**config.mk**
```make
export PLATFORM = sky130hd
export DESIGN_NAME = mem_bus_arbiter
export DESIGN_NICKNAME = d
export VERILOG_FILES = /design/src/rtl/mem_bus_arbiter.sv
export SDC_FILE = /design/constraint.sdc
export NUM_CORES = 1
export LEC_CHECK = 0
export ABC_AREA = 0
export CAP_MARGIN = 10
export CORE_AREA = 5 5 173 175
export DETAILED_ROUTE_END_ITERATION = 6
export DIE_AREA = 0 0 178 180
export PLACE_DENSITY = 0.51
export REMOVE_ABC_BUFFERS = 1
export SETUP_SLACK_MARGIN = 0.2
export SYNTH_ARGS = -nofsm -noshare
export SYNTH_HDL_FRONTEND = slang
export SYNTH_SLANG_ARGS = --single-unit
```
**constraint.sdc**
```tcl
create_clock -name clock -period 2.9 [get_ports clock]
set_input_delay 0.435 -clock clock [delete_from_list [all_inputs] [get_ports clock]]
set_output_delay 0.435 -clock clock [all_outputs]
set_load 0.01 [all_outputs]
```
**src/rtl/mem_bus_arbiter.sv**
```systemverilog
// mem_bus_arbiter
//   Shares one tagged memory port between the icache (fetch misses) and the
//   dcache (load/store misses). One requester is granted per cycle, the
//   memory's accept tag is forwarded to the winner only, and each accepted
//   load tag is recorded with its owner so returning lines are routed back.
//   Instruction returns made stale by a fetch redirect are dropped.
//
// Ports
//   clock, reset            system clock, asynchronous active-low reset
//   icache_command/addr     fetch request (BUS_NONE / BUS_LOAD)
//   icache_flush            fetch redirect: stales all outstanding I loads
//   dcache_command/addr/data  data request (BUS_NONE / BUS_LOAD / BUS_STORE)
//   mem2proc_response       accept tag for this cycle's request, 0 = reject
//   mem2proc_data/tag       returning line and its tag, tag 0 = none
//   proc2mem_command/addr/data  request forwarded to memory
//   icache_response/dcache_response  accept tag, only to the granted side
//   icache_data_valid/data/tag       returning line owned by the icache
//   dcache_data_valid/dcache_data_out/dcache_tag  returning line owned by dcache
//   tag_error               sticky: a return hit an unallocated tag
module mem_bus_arbiter #(
  parameter int unsigned NUM_TAGS     = 15,
  parameter int unsigned STARVE_LIMIT = 4,
  parameter int unsigned XLEN         = 32
) (
  input  logic            clock,
  input  logic            reset,
  input  logic [1:0]      icache_command,
  input  logic [XLEN-1:0] icache_addr,
  input  logic            icache_flush,
  input  logic [1:0]      dcache_command,
  input  logic [XLEN-1:0] dcache_addr,
  input  logic [63:0]     dcache_data,
  input  logic [3:0]      mem2proc_response,
  input  logic [63:0]     mem2proc_data,
  input  logic [3:0]      mem2proc_tag,
  output logic [1:0]      proc2mem_command,
  output logic [XLEN-1:0] proc2mem_addr,
  output logic [63:0]     proc2mem_data,
  output logic [3:0]      icache_response,
  output logic [3:0]      dcache_response,
  output logic            icache_data_valid,
  output logic            dcache_data_valid,
  output logic [63:0]     icache_data,
  output logic [63:0]     dcache_data_out,
  output logic [3:0]      icache_tag,
  output logic [3:0]      dcache_tag,
  output logic            tag_error
);

  typedef enum logic [1:0] {
    BUS_NONE  = 2'd0,
    BUS_LOAD  = 2'd1,
    BUS_STORE = 2'd2
  } bus_cmd_e;

  localparam int unsigned SW = (STARVE_LIMIT < 1) ? 1 : $clog2(STARVE_LIMIT + 1);
  localparam logic [SW-1:0] STREAK_MAX = SW'(STARVE_LIMIT);
  localparam logic [3:0]    MAX_TAG    = 4'(NUM_TAGS);

  // Owner table, one bit per tag; index 0 is never allocated.
  // owner bit: 1 = dcache, 0 = icache.
  logic [15:0]   valid_q, valid_d;
  logic [15:0]   owner_q, owner_d;
  logic [15:0]   stale_q, stale_d;
  logic [SW-1:0] streak_q, streak_d;
  logic          tag_error_q, tag_error_d;

  logic       i_req, d_req;
  logic       grant_i, grant_d;
  logic       accepted, i_acc, d_acc;
  logic       win_load;
  logic       ret_vld;
  logic       alloc;

  // ---------------- grant ----------------
  always_comb begin
    i_req    = (icache_command != BUS_NONE);
    d_req    = (dcache_command != BUS_NONE);
    grant_i  = i_req && (!d_req || (streak_q == STREAK_MAX));
    grant_d  = d_req && !grant_i;
    accepted = (mem2proc_response != 4'd0);
    i_acc    = grant_i && accepted;
    d_acc    = grant_d && accepted;
    win_load = (grant_i && (icache_command == BUS_LOAD)) ||
               (grant_d && (dcache_command == BUS_LOAD));
    ret_vld  = (mem2proc_tag != 4'd0);
    alloc    = accepted && win_load && (mem2proc_response <= MAX_TAG);
  end

  // ---------------- next state ----------------
  always_comb begin
    streak_d = streak_q;
    if (d_acc && i_req) begin
      if (streak_q != STREAK_MAX) streak_d = streak_q + 1'b1;
    end else if (i_acc || !i_req) begin
      streak_d = '0;
    end
  end

  // Flush, then return-clear, then allocate: a same-cycle return and
  // accept on one tag leaves the entry owned by the new requester.
  always_comb begin
    valid_d = valid_q;
    owner_d = owner_q;
    stale_d = stale_q;
    if (icache_flush) stale_d = stale_q | (valid_q & ~owner_q);
    if (ret_vld) begin
      valid_d[mem2proc_tag] = 1'b0;
      stale_d[mem2proc_tag] = 1'b0;
    end
    if (alloc) begin
      valid_d[mem2proc_response] = 1'b1;
      owner_d[mem2proc_response] = grant_d;
      stale_d[mem2proc_response] = 1'b0;
    end
  end

  always_comb begin
    tag_error_d = tag_error_q | (ret_vld && !valid_q[mem2proc_tag]);
  end

  // ---------------- state registers ----------------
  always_ff @(posedge clock or negedge reset) begin
    if (!reset) begin
      valid_q     <= '0;
      owner_q     <= '0;
      stale_q     <= '0;
      streak_q    <= '0;
      tag_error_q <= 1'b0;
    end else begin
      valid_q     <= valid_d;
      owner_q     <= owner_d;
      stale_q     <= stale_d;
      streak_q    <= streak_d;
      tag_error_q <= tag_error_d;
    end
  end

  // ---------------- outputs ----------------
  // Every combinational output is forced to zero while reset is held.
  always_comb begin
    proc2mem_command  = BUS_NONE;
    proc2mem_addr     = '0;
    proc2mem_data     = '0;
    icache_response   = '0;
    dcache_response   = '0;
    icache_data_valid = 1'b0;
    dcache_data_valid = 1'b0;
    icache_data       = '0;
    dcache_data_out   = '0;
    icache_tag        = '0;
    dcache_tag        = '0;
    if (reset) begin
      if (grant_i) begin
        proc2mem_command = icache_command;
        proc2mem_addr    = icache_addr;
        icache_response  = mem2proc_response;
      end else if (grant_d) begin
        proc2mem_command = dcache_command;
        proc2mem_addr    = dcache_addr;
        dcache_response  = mem2proc_response;
        if (dcache_command == BUS_STORE) proc2mem_data = dcache_data;
      end
      if (ret_vld && valid_q[mem2proc_tag]) begin
        if (owner_q[mem2proc_tag]) begin
          dcache_data_valid = 1'b1;
          dcache_data_out   = mem2proc_data;
          dcache_tag        = mem2proc_tag;
        end else if (!stale_q[mem2proc_tag]) begin
          icache_data_valid = 1'b1;
          icache_data       = mem2proc_data;
          icache_tag        = mem2proc_tag;
        end
      end
    end
  end

  assign tag_error = tag_error_q;

endmodule

```
==> results.cfg, run 1 <==
[place]
place_area_um2 = 9770
port_buffers = 451
gp_congestion = 0.839
hpwl_mm = 24.3

[job]
max_cap_violations = 0

[setup_path]
start_kind = register
ff2ff_setup_slack_ns = 1.04
worst-path-max-fanout = 5
endpoint = icache_data[51]
crit_start = owner_q[2]
slowest_delay_ns = 0.48
cp.arrival_ns = 2.67
critPathCaptureType = primary output
worst_path_most_repeated_cell = buf_6
r2r_start = streak_q[1]
setup.worst_path.class = register to primary output
path_cells = mux4_2 > a22oi_2 > nand3_2 > nand4b_4 > buf_6 > buf_6 > buf_6 > buf_6 > buf_16 > nor2_1 > buf_2
cp.required_ns = 2.47
reg2reg_depth = 8
r2r-end = owner_q[8]
crit_slowest_cell = mux4_2

[clock_tree]
cts_htree_levels = 2
clockBufferDepth = 2
clk_pin_slew_ns = 0.07
holdBufCountCts = 0
cts.sinks = 52
worst_skew_pair.late_latency_ns = 0.30
cts_made_buffers = 5
cts_tree = done
clock-root-buffer = clkbuf_16

[finish]
layout_common_cells = clkdlybuf4s50_1 (204), buf_6 (129), nand2_1 (124)
nNetsFinal = 1414
seq_area_um2 = 1300
multi_input_area_um2 = 3820
drive_above_1_share = 0.376
layout_commonest_cell = clkdlybuf4s50_1
post-route-cell-area_um2 = 11900
syn_to_final_growth_pct = 161
fillCellCount = 2786
finalCoreUtilization = 0.420

[status]
status = complete, but fails checks
violations = negative setup slack

[sta]
fin_ws_ns = -0.209
slew_headroom = 0.486
fin_crit_sh = 1.07
finClkSkew_ns = 0.00735
finalSetupViolCount = 92
tightest_slew_ns = 0.768
rsz0062_at_grt = yes
fmax_mhz = 322
fin_crit_ns = 3.11
tns_ns = -6.20
drv_slew = 0
hold_violations = 0

[detailed_routing]
via_count = 7080
drc = 0
drt-pass1-iter-count = 6
vias_per_cell = 4.43
ant_nets = 0
wl_per_cell_um = 21.0
drt_wl_total_mm = 33.7
drtIter0Drc = 369

[grt]
grt_pass1_wl_mm = 45.0
overflow = 0
grt_usage = 0.183
grt_antenna_before_repair = 9
grt_start_max_net_pins = 48
grt_pass1_vias = 6935

[yosys]
avgSynthCellArea_um2 = 6.81
yosys_warnings = 0
synth.distinct_cells = 32
ys_seq_area_frac = 0.285
syn_inst = 670
yosys-top-cells-area = dfrtp_1 (29%), nor2_1 (16%), nand2_1 (10%), and2_1 (8.9%), mux4_2 (5.9%)
yosysTopAreaCell = dfrtp_1
synthesis.area_um2 = 4560
synth-seq-cells = 52
synth_top_area_share = 0.285

[die]
num_rows = 62
die_w_um = 178
dieArea_um2 = 32000
num_io_pins = 452
initial_core_util = 0.161
core_um2 = 28300
die-height_um = 180

[power_and_ir_drop]
ir_drop_v = 0.000231
p_per_area_nw_per_um2 = 339
leakage_uw = 0.00528

[hold_path]
min_path_type = input pin to asynchronous set/reset pin
==> through the flow <==
| stage | total power [uW] | instances | setup WS, ns | hold WS (ns) |
|---|---|---|---|---|
| detailed placement | 2640 | 1497 | -0.687 | 0.418 |
| global route | 4220 | 1599 | -0.322 | 0.173 |
| finish | 4020 | 1600 | -0.209 | 0.137 |
| CTS | 3650 | 1562 | -0.346 | 0.152 |
| global placement | 2620 | 1497 | -0.673 | 0.422 |
| floorplan | 1680 | 617 | -1.15 | 0.139 |
==> per-layer routing <==
layer  vias to the layer above  GRT usage  wire [um]
met5                         -          0          0
met4                         0     0.0495       1140
met3                        58     0.0506       2770
met2                       340      0.339      17700
met1                      3387      0.203      12000
li1                       3295          -          -
==> cell usage after synthesis <==
library cell,instances
and2_1,65
dfrtp_1,52
nand3_1,8
buf_2,18
or4b_2,1
nand2b_1,4
o22ai_1,14
nor2_1,190
o221a_2,1
buf_6,4
nand3b_1,1
or2_2,3
nor2_2,11
inv_1,6
nand4_1,1
nor3_1,11
clkinv_1,1
a21oi_1,22
and3_1,9
ha_1,2
nand2_1,126
o21ai_0,18
mux2_2,15
o21ai_1,1
o21bai_1,2
mux4_2,12
clkbuf_1,28
buf_4,2
nor2b_1,5
buf_1,1
a22oi_1,35
nand4b_2,1
==> worst max-delay path: cells and delay by family, from the launching register on <==
kind | cells | cell delay (ns)
AO/OA/AOI/OAI | 1 | 0.21
buffers and inverters | 6 | 0.80
flip-flops | 1 | 0.41
multiplexers | 1 | 0.48
AND/OR/NAND/NOR | 3 | 0.46
==> area by class of cell <==
cell class              count  area share
repair buffers            581       0.510
multi-input cells         558       0.322
flip-flops and latches     52       0.110
well taps                 384      0.0404
clock buffers               6      0.0108
clock inverters             2     0.00295
inverters                   7     0.00221
diodes                     10     0.00211
==> repair_timing <==
action                                  in CTS  in global routing
pin swaps                                    8                 75
gates cloned                                13                  3
buffers inserted                            44                 25
endpoints found under the setup margin     241                188
resized for setup                          545                506
==> kinds of logic after synthesis <==
| kind of cell | synth area share |
|---|---|
| fa+ha+maj | 0.00549 |
| buf+inv | 0.0626 |
| simple gates | 0.423 |
| flops | 0.285 |
| compound gates | 0.128 |
| mux | 0.0963 |
==> how the worst min path moves through the flow <==
stage / from / endpoint / slack (ns) / cells after the start
3_5_place_dp: valid_q[0] / valid_q[0] / 0.42 / 0
6_report: reset / owner_q[3] / 0.14 / 2
5_1_grt: reset / owner_q[3] / 0.17 / 2
2_1_floorplan: reset / owner_q[0] / 0.14 / 0
3_3_place_gp: valid_q[0] / valid_q[0] / 0.42 / 0
4_1_cts: reset / owner_q[3] / 0.15 / 2
==> flip-flops by register name, indices dropped and copies added, names as in the netlist <==
name and count:
owner_q 16, stale_q 16, valid_q 16, streak_q 3, tag_error 1
==> power by group <==
part,switching (uW),internal [uW],total [uW]
Clock,274,407,681
Sequential,148,916,1060
Combinational,1030,1250,2280
(Power assumes the default switching activity.)
==> run 2, diff against run 1 <==
CTS_CLUSTER_DIAMETER = 150   (was unset)
SKIP_CTS_REPAIR_TIMING = 1   (was unset)
==> run 2 against run 1 <==
  * The flow now finishes without violations
  * Clock power rose by 0.6%
  * Via count decreased by 3.9%
  * Global-route usage down 1.6 points
  * Non-clock buffer count shrank 44
  * Combinational power fell by 8.8%
  * Sequential share of layout area grew 0.29 points
  * Total power down 4.8%
  * Utilization fell by 1.1 points
  * Register-to-register slack worse by 0.07 ns
  * Hold slack about the same
==> results.cfg, run 2 (synthesis gave the netlist of run 1 again) <==
[die]
die-height_um = 180
die_w_um = 178
num_rows = 62
core_um2 = 28300
initial_core_util = 0.161
dieArea_um2 = 32000
num_io_pins = 452

[sta]
drv_slew = 0
tns_ns = 0
fin_crit_sh = 0.973
fin_crit_ns = 2.82
hold_violations = 0
slew_headroom = 0.478
fmax_mhz = 355
holdWs_ns = 0.137
tightest_slew_ns = 0.781
finClkSkew_ns = 0.00899
rsz0062_at_grt = yes
finalSetupViolCount = 0

[power_and_ir_drop]
p_total_uw = 3830
p_per_area_nw_per_um2 = 331
p_switching_uw = 1410
clock_power_share = 0.179
seq_power_share = 0.277
swShare = 0.367
cellInternalPower_uw = 2430
leakage_uw = 0.00623
comb_power_share = 0.544
ir_drop_v = 0.000227

[job]
max_cap_violations = 0

[grt]
grt_pass1_vias = 6418
grt_start_max_net_pins = 66
overflow = 0
grt_pass1_wl_mm = 41.3
grt_usage = 0.167
grt_antenna_before_repair = 5

[clock_tree]
worst_skew_pair.late_latency_ns = 0.30
cts.sinks = 52
clockBufferDepth = 2
cts_htree_levels = 2
clock-root-buffer = clkbuf_16
cts_tree = done
clk_pin_slew_ns = 0.07
cts_made_buffers = 5

[status]
status = complete, no violations

[detailed_routing]
vias_per_cell = 4.38
wl_per_cell_um = 21.1
drt-pass1-iter-count = 5
drt_wl_total_mm = 32.7
via_count = 6805
ant_nets = 0
drtIter0Drc = 327
drc = 0

[setup_path]
worst-path-max-fanout = 5
reg2reg_depth = 8
endpoint = dcache_data_out[15]
setup.worst_path.class = register to primary output
r2r-end = owner_q[8]
critPathCaptureType = primary output
ff2ff_setup_slack_ns = 0.97
start_kind = register
crit_start = owner_q[2]
cp.required_ns = 2.47
r2r_start = streak_q[0]
cp.arrival_ns = 2.39

[finish]
layout_common_cells = clkdlybuf4s50_1 (220), nand2_1 (120), buf_6 (103)
post-route-cell-area_um2 = 11600
largestRegisters = owner_q (16), stale_q (16), valid_q (16)
finalCoreUtilization = 0.409
nNetsFinal = 1371
drive_above_1_share = 0.331
syn_to_final_growth_pct = 154
layout_commonest_cell = clkdlybuf4s50_1

[place]
hpwl_mm = 24.3
port_buffers = 451
gp_congestion = 0.839
place_area_um2 = 9770

[hold_path]
min_path_type = input pin to asynchronous set/reset pin
==> run 2: cell types whose count changed in the layout (fill, tap and decap cells not counted), moves of 6 or more <==
cell / change
dlymetal6s2s_1: +91
dlygate4sd2_1: -58
clkdlybuf4s15_1: -36
buf_6: -26
clkdlybuf4s50_1: +16
buf_4: -12
nor2_1: +12
clkbuf_16: +10
nor2_2: -10
buf_16: -9
buf_2: -6
==> run 2: layout make-up <==
class / instances / area [um^2]
clock inverters: 2 / 35.0
diodes: 5 / 12.5
well taps: 384 / 480
multi-input cells: 559 / 3780
inverters: 7 / 26.3
flip-flops and latches: 52 / 1300
repair buffers: 537 / 5810
clock buffers: 6 / 129
fillers: 2843 / 16700
==> run 2: worst min-delay path by stage <==
stage	cells past startpoint	slack [ns]	end
3_3_place_gp	0	0.42	valid_q[0]
3_5_place_dp	0	0.42	valid_q[0]
4_1_cts	2	0.15	owner_q[3]
5_1_grt	2	0.17	owner_q[3]
2_1_floorplan	0	0.14	owner_q[0]
6_report	2	0.14	owner_q[3]
==> run 2: critical path, stage by stage (launching register included) <==
cell     delay (ns)
dfrtp_1        0.41
mux4_2         0.48
a22oi_2        0.22
nand3_2        0.12
buf_6          0.14
buf_8          0.13
nand2_8        0.08
buf_8          0.13
buf_12         0.11
buf_6          0.08
nor2_1         0.04
buf_2          0.14
==> run 2: per-stage QoR <==
| step | instances | setup slack [ns] |
|---|---|---|
| after floorplan | 617 | -1.15 |
| after global placement | 1497 | -0.673 |
| after detailed placement | 1497 | -0.687 |
| after CTS | 1505 | -0.691 |
| after global routing | 1552 | -0.0329 |
| final | 1552 | 0.0795 |
==> run 2: per-layer routing <==
| metal | vias up | part of all wire | track usage |
|---|---|---|---|
| met5 | - | 0 | 0 |
| met4 | 0 | 0.031 | 0.0322 |
| met3 | 57 | 0.086 | 0.0492 |
| met2 | 334 | 0.53 | 0.309 |
| met1 | 3214 | 0.35 | 0.190 |
| li1 | 3200 | - | - |
==> run 2: power by group through the flow <==
stage | registers (uW) | clock network, uW | logic [uW]
5_1_grt | 1080 | 725 | 2210
6_report | 1060 | 685 | 2080
3_5_place_dp | 1070 | 0 | 1560
3_3_place_gp | 1070 | 0 | 1550
4_1_cts | 1060 | 693 | 1570
2_1_floorplan | 1010 | 0 | 674
==> run 3, diff against run 2 <==
DONT_BUFFER_PORTS = 1   (was unset)
PLACE_DENSITY = 0.3   (was 0.51)
==> run 3 against run 2 <==
  * The run now ends with negative hold slack left
  * First-iteration DRC count is 5.5% higher
  * Final area shrank 48%
  * Non-clock buffer count is 472 lower
  * Global-route usage shrank 0.47 points
  * Clock-buffer cell count up 2
  * Total power decreased by 24%
  * Flip-flop and latch count did not move
  * Cell count fell by 30%
  * Clock skew down 0.0033 ns
  * Utilization shrank 20 points
  * Critical path type unchanged
  * Largest power group unchanged
==> results.cfg, run 3 (synthesis gave the netlist of run 1 again) <==
[status]
status = complete, but fails checks
violations = negative hold slack

[finish]
syn_to_final_growth_pct = 32.3
layout_commonest_cell = nor2_1
layout_common_cells = nor2_1 (151), nand2_1 (124), and2_1 (65)
drive_above_1_share = 0.246
nNetsFinal = 899
finalCoreUtilization = 0.213
largestRegisters = owner_q (16), stale_q (16), valid_q (16)

[sta]
tns_ns = 0
finClkSkew_ns = 0.00571
finalSetupViolCount = 0
fmax_mhz = 368
fin_crit_sh = 0.938
holdWs_ns = -0.00205
slew_headroom = 0.588
rsz0062_at_grt = yes
fin_crit_ns = 2.72
tightest_slew_ns = 0.616
hold_violations = 1
drv_slew = 0

[setup_path]
path_delay_family = simple AND/OR/NAND/NOR gates
cp.arrival_ns = 2.28
cp_num_buf_inv = 2
start_kind = register
crit_slowest_cell = mux4_2
worst-path-max-fanout = 16
critPathCaptureType = primary output
slowest_delay_ns = 0.49
setup.worst_path.class = register to primary output
path_cells = mux4_2 > a22oi_2 > nand3_2 > nand4b_4 > buf_12 > clkbuf_16 > nor2_1
cp.required_ns = 2.47

[grt]
grt_pass1_vias = 4761
grt_start_max_net_pins = 70
overflow = 0
grt_usage = 0.162
grt_antenna_before_repair = 21
grt_pass1_wl_mm = 37.8

[die]
initial_core_util = 0.161
core_um2 = 28300
die_w_um = 178
dieArea_um2 = 32000
die-height_um = 180
num_io_pins = 452
num_rows = 62

[detailed_routing]
via_count = 5174
wl_per_cell_um = 28.5
drtIter0Drc = 345
drc = 0
vias_per_cell = 4.79
ant_nets = 0
drt-pass1-iter-count = 5
drt_wl_total_mm = 30.8

[job]
max_cap_violations = 0

[power_and_ir_drop]
p_per_area_nw_per_um2 = 482
ir_drop_v = 0.000261
leakage_uw = 0.00240

[place]
port_buffers = 0
gp_congestion = 0.860
hpwl_mm = 24.0

[clock_tree]
cts_htree_levels = 2
cts.sinks = 52
clk_pin_slew_ns = 0.07
cts_made_buffers = 5
worst_skew_pair.late_latency_ns = 0.29
clockBufferDepth = 2
clock-root-buffer = clkbuf_16
cts_tree = done

[hold_path]
min_path_type = input pin to asynchronous set/reset pin
## run 3: cell count changes in the layout (fill, tap and decap cells not counted), moves of 6 or more
cell             before  now
buf_12               14    6
buf_2                26    0
buf_4                37   46
buf_6               103    4
clkbuf_16            18   12
clkbuf_2             21    0
clkdlybuf4s50_1     220    0
dlymetal6s2s_1       96    0
nor2_1               99  151
nor2_4               88   33
## run 3: report_power, final
| part | total (uW) | internal [uW] | leakage (uW) | switching, uW |
|---|---|---|---|---|
| combinational | 1230 | 515 | 0.00169 | 715 |
| clock | 620 | 346 | 0.0000712 | 274 |
| sequential | 1060 | 916 | 0.000642 | 144 |
## run 3: path summary, 6_finish.rpt
check,startpoint,to,slack (ns),depth (start not counted)
hold / removal,reset,owner_q[3],-0.002,1
hold reg to reg,valid_q[0],valid_q[0],0.41,0
min in group clock,icache_flush,stale_q[0],0.27,2
max in group asynchronous,reset,valid_q[11],2.65,1
setup / recovery,owner_q[3],icache_data[62],0.18,7
setup reg to reg,streak_q[0],owner_q[12],0.90,8
## run 3: per-layer routing
| layer | share of wire | wire (um) | global-route usage | vias to the layer above |
|---|---|---|---|---|
| met1 | 0.38 | 11800 | 0.189 | 2545 |
| met2 | 0.50 | 15300 | 0.283 | 327 |
| li1 | - | - | - | 2253 |
| met4 | 0.020 | 624 | 0.0275 | 6 |
| met5 | 0.0013 | 41 | 0 | - |
| met3 | 0.099 | 3030 | 0.0662 | 43 |
## run 3: final cells by class
class / instances / area, um^2
diodes: 5 / 12.5
clock buffers: 8 / 146
fillers: 3160 / 22300
inverters: 7 / 26.3
multi-input cells: 559 / 3340
flip-flops and latches: 52 / 1300
well taps: 384 / 480
repair buffers: 65 / 728
## run 3: worst reg2reg max path, delay by kind of cell, from the launching register on
family                   cells  cell delay [ns]
flip-flops                   1             0.41
AND/OR/NAND/NOR              2             0.32
multiplexers                 1             0.35
AO/OA/AOI/OAI                2             0.27
buffers and inverters        2             0.31
adder cells (fa/ha/maj)      1             0.22
## run 3: per-stage QoR
stage	cell area (um^2)	setup slack [ns]	power [uW]	instances	hold slack [ns]
after floorplan	4300	-1.15	1680	617	0.139
after global placement	5220	0.403	2050	1048	0.142
after detailed placement	5220	0.394	2030	1048	0.143
after CTS	5370	0.0939	2670	1056	-0.178
after global routing	6030	0.0816	3080	1078	0.0180
final	6030	0.181	2910	1080	-0.00205
